--- config.mk ---
export PLATFORM = sky130hd
export DESIGN_NAME = uart_tx
export DESIGN_NICKNAME = d
export VERILOG_FILES = /design/src/rtl/uart_pkg.sv /design/src/rtl/uart_fifo.sv /design/src/rtl/uart_tx.sv
export SDC_FILE = /design/constraint.sdc
export NUM_CORES = 1
export LEC_CHECK = 0
export ABC_CLOCK_PERIOD_IN_PS = 5400
export BUFFER_PORTS_ARGS = -buffer_cell sky130_fd_sc_hd__buf_2
export CAP_MARGIN = 20
export CORE_UTILIZATION = 55
export DETAILED_ROUTE_END_ITERATION = 8
export HOLD_SLACK_MARGIN = 0.05
export PLACE_DENSITY_LB_ADDON = 0.15
export SYNTH_ARGS = -nofsm -noshare
export SYNTH_HDL_FRONTEND = slang
export SYNTH_SLANG_ARGS = --single-unit
--- constraint.sdc ---
create_clock -name clk_i -period 5.4 [get_ports clk_i]
set_input_delay 0.54 -clock clk_i [delete_from_list [all_inputs] [get_ports clk_i]]
set_output_delay 0.54 -clock clk_i [all_outputs]
set_load 0.01 [all_outputs]
--- src/rtl/uart_pkg.sv ---
// Shared types and helpers for the UART blocks.
package uart_pkg;

    localparam int UART_DATA_BITS = 8;

    typedef enum logic [2:0] {
        IDLE,
        START,
        DATA,
        PARITY,
        STOP
    } uart_tx_state_e;

    function automatic int baud_div(input int clk_hz, input int baud);
        return clk_hz / baud;
    endfunction

endpackage

--- src/rtl/uart_fifo.sv ---
// Synchronous FIFO with an occupancy counter; shared by the UART transmitter and receiver.
module uart_fifo #(
    parameter int DEPTH = 8,
    parameter int WIDTH = 8
) (
    input  logic                     clk_i,
    input  logic                     rst_ni,
    input  logic                     push,
    input  logic [WIDTH-1:0]         wdata,
    input  logic                     pop,
    output logic [WIDTH-1:0]         rdata,
    output logic                     full,
    output logic                     empty,
    output logic [$clog2(DEPTH):0]   usage
);
    localparam int AW = $clog2(DEPTH);
    localparam logic [AW:0] FULL_CNT = (AW+1)'(DEPTH);

    if (DEPTH < 2 || (DEPTH & (DEPTH - 1)) != 0) begin : g_bad_depth
        $error("uart_fifo: DEPTH must be a power of 2 and >= 2");
    end

    logic [WIDTH-1:0] mem [DEPTH];
    logic [AW-1:0]    wptr;
    logic [AW-1:0]    rptr;
    logic [AW:0]      cnt;
    logic             do_push;
    logic             do_pop;

    assign do_push = push && !full;
    assign do_pop  = pop && !empty;

    // Pointers wrap naturally at AW bits; the extra counter bit tells full from empty.
    always_ff @(posedge clk_i or negedge rst_ni) begin
        if (!rst_ni) begin
            wptr <= '0;
            rptr <= '0;
            cnt  <= '0;
        end else begin
            if (do_push) wptr <= wptr + 1'b1;
            if (do_pop)  rptr <= rptr + 1'b1;
            case ({do_push, do_pop})
                2'b10:   cnt <= cnt + 1'b1;
                2'b01:   cnt <= cnt - 1'b1;
                default: ;
            endcase
        end
    end

    always_ff @(posedge clk_i) begin
        if (do_push) mem[wptr] <= wdata;
    end

    assign rdata = mem[rptr];
    assign full  = (cnt == FULL_CNT);
    assign empty = (cnt == '0);
    assign usage = cnt;

endmodule

--- src/rtl/uart_tx.sv ---
// UART transmitter: byte FIFO feeding an 8N1/8E1 serialiser with a registered line output.
module uart_tx
    import uart_pkg::*;
#(
    parameter int CLK_FREQ_HZ = 50_000_000,
    parameter int BAUD_RATE   = 115200,
    parameter int PARITY_EN   = 0,
    parameter int FIFO_DEPTH  = 8
) (
    input  logic                          clk_i,
    input  logic                          rst_ni,
    input  logic [UART_DATA_BITS-1:0]     data_i,
    input  logic                          valid_i,
    output logic                          ready_o,
    output logic                          tx_o,
    output logic                          busy_o,
    output logic [$clog2(FIFO_DEPTH):0]   usage_o
);
    localparam int DIV = baud_div(CLK_FREQ_HZ, BAUD_RATE);
    localparam int CW  = (DIV < 2) ? 1 : $clog2(DIV);
    localparam logic [CW-1:0] LAST_CNT = CW'(DIV - 1);

    if (DIV < 2) begin : g_bad_div
        $error("uart_tx: CLK_FREQ_HZ / BAUD_RATE must be at least 2");
    end

    uart_tx_state_e             state;
    logic [CW-1:0]              baud_cnt;
    logic [2:0]                 bit_idx;
    logic [UART_DATA_BITS-1:0]  shreg;
    logic                       par_bit;
    logic                       baud_end;
    logic                       pop;
    logic                       full;
    logic                       empty;
    logic [UART_DATA_BITS-1:0]  head;

    uart_fifo #(
        .DEPTH (FIFO_DEPTH),
        .WIDTH (UART_DATA_BITS)
    ) u_fifo (
        .clk_i  (clk_i),
        .rst_ni (rst_ni),
        .push   (valid_i),
        .wdata  (data_i),
        .pop    (pop),
        .rdata  (head),
        .full   (full),
        .empty  (empty),
        .usage  (usage_o)
    );

    assign baud_end = (baud_cnt == LAST_CNT);
    // Popping at the last stop cycle lets the next start bit follow with no idle gap.
    assign pop      = !empty && ((state == IDLE) || (state == STOP && baud_end));
    assign ready_o  = !full;
    assign busy_o   = (state != IDLE) || !empty;

    always_ff @(posedge clk_i or negedge rst_ni) begin
        if (!rst_ni) begin
            state    <= IDLE;
            baud_cnt <= '0;
            bit_idx  <= '0;
            shreg    <= '0;
            par_bit  <= 1'b0;
            tx_o     <= 1'b1;
        end else begin
            baud_cnt <= baud_end ? '0 : baud_cnt + 1'b1;
            case (state)
                IDLE: begin
                    baud_cnt <= '0;
                    if (pop) begin
                        shreg   <= head;
                        par_bit <= ^head;
                        state   <= START;
                        tx_o    <= 1'b0;
                    end
                end
                START: if (baud_end) begin
                    state   <= DATA;
                    bit_idx <= '0;
                    tx_o    <= shreg[0];
                end
                DATA: if (baud_end) begin
                    if (bit_idx == 3'(UART_DATA_BITS - 1)) begin
                        if (PARITY_EN != 0) begin
                            state <= PARITY;
                            tx_o  <= par_bit;
                        end else begin
                            state <= STOP;
                            tx_o  <= 1'b1;
                        end
                    end else begin
                        bit_idx <= bit_idx + 1'b1;
                        shreg   <= shreg >> 1;
                        tx_o    <= shreg[1];
                    end
                end
                PARITY: if (baud_end) begin
                    state <= STOP;
                    tx_o  <= 1'b1;
                end
                STOP: if (baud_end) begin
                    if (pop) begin
                        shreg   <= head;
                        par_bit <= ^head;
                        state   <= START;
                        tx_o    <= 1'b0;
                    end else begin
                        state <= IDLE;
                    end
                end
                default: begin
                    state <= IDLE;
                    tx_o  <= 1'b1;
                end
            endcase
        end
    end

endmodule

# [After elaboration in Yosys (flattened, before gate mapping)]
# Memories as Yosys holds them, arrays and structs flattened.
# Index checks and enable logic that the tools add are counted.
[totals] output_inout_bits=7 word_cells=78 ramBits=64 memories=1 register_bits=34
[op_classes] n_addsub=6 eq_ne=16 reduce_logical=18 n_mux=29
[memory_table] name="u_fifo.mem" words=8 width=8 read_ports=1 rd_ports_with_merged_regs=0 wr=1 line_no="uart_fifo.sv:23" text="logic [WIDTH-1:0] mem [DEPTH];"
[op_table] cell="two-way mux 8 bit" n=4
[op_table] cell="two-way mux 3 bit" n=9
[op_table] cell="one-hot mux 8 bit (3 select lines)" n=1
[op_table] cell="two-way mux 9 bit" n=2
[op_table] cell="one-hot mux 3 bit (5 select lines)" n=1
[op_table] cell="inequality test 2 bit, second input constant" n=6
[op_table] cell="AND reduction 4 bit" n=3
[op_table] cell="adder 3 x 1 -> 3 bit, second input constant" n=3
[op_table] cell="adder 9 x 1 -> 9 bit, second input constant" n=1
[op_table] cell="equality test 9 bit, second input constant" n=1
[op_table] cell="two-way mux 1 bit" n=9
[op_table] cell="one-hot mux 4 bit (2 select lines)" n=1
[op_table] cell="equality test 3 x 2 -> 1 bit, second input constant" n=2
[op_table] cell="equality test 3 bit, second input constant" n=2
[op_table] cell="one-hot mux 3 bit (2 select lines)" n=1
[op_table] cell="AND reduction 6 bit" n=1
[op_table] cell="nonzero test 3 bit" n=2
[op_table] cell="one-hot mux 1 bit (5 select lines)" n=1
[op_table] cell="adder 4 x 1 -> 4 bit, second input constant" n=1
[op_table] cell="equality test 4 bit, second input constant" n=1
[op_table] cell="logical AND 1 bit" n=4
[op_table] cell="zero test 4 bit" n=1
[op_table] cell="nonzero test 2 bit" n=2
[op_table] cell="subtractor 4 x 1 -> 4 bit, second input constant" n=1
[op_table] cell="other kinds (7)" n=9

# [Logic depth before layout (Yosys ltp)]
[depth] depth_word=7 depth_mapped=13 mapped_depth_nobuf=12

# [Cells and area by module]
# Synthesis repeated with hierarchy kept, for this count alone.
[unflattened] hier_cells=277 hier_area_um2=4410.5
[by_module_without_submodules] module="uart_fifo" instances=1 area_per_inst_um2=3134.3 cells_per_inst=160
[by_module_without_submodules] module="uart_tx" instances=1 area_per_inst_um2=1276.2 cells_per_inst=117

# [Least setup slack after synthesis]
# No wires, ideal clock.
[synth_path] kind="register -> register" from="reg u_fifo.cnt[0] (netlist: u_fifo.usage[0])" to="reg u_fifo.cnt[3] (netlist: u_fifo.usage[3])" path_stages_with_launch=12 path_slack_ns=2.850 period_less_slack_ns=2.550 arrival_ns=2.422 cell_sequence="dfrtp_1 nor4_1 nor3_1 and2_1 clkbuf_1 ha_1 ha_1 a21o_1 a21oi_1 xnor2_1 nor2_1 xor2_1"
[synth_between] elab_chain_cells=6
[synth_rtl] item="start, declared" line_no="uart_fifo.sv:26" text="logic [AW:0] cnt;"
[synth_rtl] item="start signal, assigned" line_no="uart_fifo.sv:43" text="2'b10: cnt <= cnt + 1'b1;"
[synth_rtl] item="start signal, assigned" line_no="uart_fifo.sv:44" text="2'b01: cnt <= cnt - 1'b1;"
[synth_rtl] item="zero test 4 bit" line_no="uart_fifo.sv:56" text="assign empty = (cnt == '0);"
[synth_rtl] item="zero test 1 bit" line_no="uart_fifo.sv:31, uart_tx.sv:55"
[synth_rtl] item="logical AND 1 bit" line_no="uart_tx.sv:55" text="assign pop = !empty && ((state == IDLE) || (state == STOP && baud_end));"
[synth_rtl] item="logical AND 1 bit" line_no="uart_fifo.sv:31" text="assign do_pop = pop && !empty;"
[synth_rtl] item="equality test 2 x 1 -> 1 bit / equality test 2 bit (equally long branches)" line_no="uart_fifo.sv:42" text="case ({do_push, do_pop})"
[synth_rtl] item="one-hot mux 4 bit (2 select lines) / nonzero test 2 bit (equally long branches)"
# Parallel ways exist; a longest one is shown, timed or not.
# A chain may end at the register's enable or synchronous reset.

# [Worst setup path in the final report]
# Ends and elaborated chain as after synthesis.

==> impl_metrics.csv <==
group,metric,value,unit
run_status,status,"complete, no violations",
worst_setup_path,r2r_slack,2.44,ns
placement,pre_cts_ws,2.23,ns
worst_setup_path,worstPathArrival,3.21,ns
clocking,post_cts_buffers,0,
timing,max_slew_margin,29.9,%
layout,final_util,62.6,%
routing,via_count,2439,
global_route,track_usage,21.6,%
die,rows,31,
clocking,root_buffer,"clkbuf_8",
clocking,tritoncts,"yes",
power_and_ir_drop,p_per_area,353,nW/um2
routing,drt_iter0_markers,139,
worst_setup_path,path_delay_family,"simple AND/OR/NAND/NOR gates",
placement,place_congestion,0.820,
die,die-area,8080,um2
timing,rsz0062_at_grt,"false",
layout,drive_gt1_share,15.4,%
timing,fin_setup_tns,0,ns
timing,skew,0.0121,ns
worst_setup_path,critPathMaxFanout,6,
worst_setup_path,timing.critical_path.buf_inv,0,
worst_setup_path,worstSetupEndpointType,"flip-flop",
timing,period_minus_slack,2.96,ns
timing,worst_pin_slew,1.05,ns
routing,dr.pass1.iters,4,
yosys,ys.flop_type,"edfxtp_1",
routing,wire_per_inst,18.4,um
routing,wirelength,7810,um
layout,area_growth,8.48,%
global_route,antenna_found_initial,0,
yosys,ys_seq_area_share,65.3,%
yosys,async_reset_ff_share,34.7,%
yosys,netlist.area_leader.share,45.2,%
power_and_ir_drop,ir_worst_vdd,0.206,mV
placement,io_buffers,17,
die,io_pins,18,
clocking,path_clk_slew,0.10,ns
clocking,cts_made_buffers,9,
layout,diodes,0,
worst_setup_path,crit_path_cell_trace,"nor4_1, nor3_1, and2_1, ha_1, ha_1, a21o_1, a21oi_1, xnor2_1, nor2_1, xor2_1",
clocking,htreeDepth,3,
worst_setup_path,cp.required,5.65,ns
worst_setup_path,path_common_cell,"ha_1",
yosys,syn-cell-area,4250,um2
job,cap_violations,0,
yosys,avgSynthCellArea,14.0,um2
die,die_w,89.9,um
clocking,clock_path_buffers,2,
yosys,synth_edf_count,64,
layout,final_cell_count_no_fill,424,
timing,slew_viol_final,0,
global_route,grt_overflow,0,
layout,n_fill_cell,597,
die,die_h,89.9,um
worst_setup_path,reg2reg_depth,10,
routing,drc,0,
timing,fin_crit_sh,54.9,%
power_and_ir_drop,leakage,1.62,nW
placement,dp_hpwl,4930,um
hold_path,min_path_type,"primary input to asynchronous set/reset pin",
layout,multiInputGateArea,1400,um2
yosys,synthTopCellsByArea,"edfxtp_1 (45%), dfrtp_1 (19%), mux2i_1 (5.4%), ha_1 (2.6%), nor2_1 (1.6%)",
clocking,cts_sinks,98,
layout,ff_latch_area,2770,um2
placement,dp_cells,408,
clocking,post_cts_resize_count,0,
yosys,ys_ff_latch,98,
clocking,clk_latency,0.36,ns
timing,hold_viol,0,
clocking,hold_buffers,0,
timing,final-setup-viol-count,0,
layout,most-common-layout-cells,"edfxtp_1 (64), dfrtp_1 (33), mux2i_1 (23)",
worst_setup_path,path_class,"flip-flop to flip-flop",
worst_setup_path,critPathLaunchType,"flip-flop",
die,start_util,57.7,%
global_route,grt_max_degree,36,
timing,fmax,337,MHz
layout,nets,342,
timing,setup_ws,2.44,ns
global_route,grt_pass1_wl,13000,um
yosys,synthCells,303,
routing,viasPerCell,5.75,
routing,drt.antenna.violating_nets,0,
die,core_area,7370,um2
worst_setup_path,crit_slowest_cell,"nor4_1",
worst_setup_path,r2r-start,"u_fifo.usage[0]",
yosys,synth_cell_types,47,
layout,final_common_cell,"edfxtp_1",
yosys,yosys_warnings,0,
yosys,synthesis.nets,324,
global_route,grt_pass1_vias,2487,
worst_setup_path,r2r_end,"u_fifo.usage[3]",
worst_setup_path,cpPeakStageDelay,0.69,ns
yosys,yosys.area.top_type,"edfxtp_1",
sequential cells by signal (all words and copies together) (netlist names):
name / count
baud_cnt: 9
bit_idx: 3
shreg: 8
state: 3
tx_o: 1
u_fifo.mem: 64
u_fifo.rptr: 3
u_fifo.usage: 4
u_fifo.wptr: 3
area by class of cell:
cell class | instances | share of cell area [%]
well taps | 99 | 2.69
inverters | 6 | 0.488
repair buffers | 20 | 2.28
flip-flops and latches | 98 | 60.2
clock inverters | 6 | 1.28
clock buffers | 9 | 2.69
multi-input cells | 186 | 30.4
metrics by stage:
stage / power [mW] / hold WS, ns / cell area [um2]
final: 1.63 / 0.249 / 4610
after global routing: 1.70 / 0.309 / 4610
after CTS: 1.64 / 0.280 / 4610
after detailed placement: 1.20 / 0.475 / 4420
after global placement: 1.19 / 0.468 / 4420
after floorplan: 1.10 / 0.244 / 4250
worst max path at each step:
stage	from	end	slack [ns]	cells after the start
final	u_fifo.usage[0]	u_fifo.usage[3]	2.44	10
after global routing	u_fifo.usage[0]	u_fifo.usage[3]	2.25	10
after CTS	u_fifo.usage[0]	u_fifo.usage[3]	2.21	10
after detailed placement	u_fifo.usage[0]	u_fifo.usage[3]	2.23	10
after global placement	u_fifo.usage[0]	u_fifo.usage[3]	2.33	10
after floorplan	u_fifo.usage[0]	u_fifo.usage[3]	2.85	11
power by group:
group	internal [mW]	switching [mW]	total, mW
Combinational	0.0809	0.139	0.220
Sequential	0.904	0.0530	0.957
Clock	0.208	0.241	0.449
Total	1.19	0.433	1.63
Yosys cell counts, types with 2 or more instances:
cell       count
edfxtp_1      64
dfrtp_1       33
mux2i_1       23
nor2_1        18
nand2_1       17
o21ai_0       10
ha_1           9
nor2b_1        9
a21oi_1        8
a211oi_1       7
a22oi_1        7
a31oi_1        7
a32oi_1        7
clkbuf_1       7
o2bb2ai_1      7
xnor2_1        7
inv_1          6
nand2b_1       6
nand3_1        6
nor3_1         5
buf_2          4
or3_1          4
xor2_1         4
mux2_2         2
mux4_2         2
nand4_1        2
o21ai_2        2
per-layer routing:
| layer | routed length [um] | track usage, % | up-vias |
|---|---|---|---|
| met4 | 52 | 6.85 | 0 |
| li1 | - | - | 1179 |
| met5 | 0 | 0 | - |
| met1 | 3670 | 31.7 | 1190 |
| met3 | 408 | 4.31 | 7 |
| met2 | 3680 | 32.6 | 63 |
cell families after synthesis:
logic type	share of synthesized area [%]
buffers and inverters	1.97
AOI/OAI and AO/OA	10.6
DFF	65.3
muxes	7.01
xor gates and xnor gates	2.27
adders and majority gates	3.12
and+or+nand+nor	9.80
No activity file was read; power rests on OpenSTA's default activity.
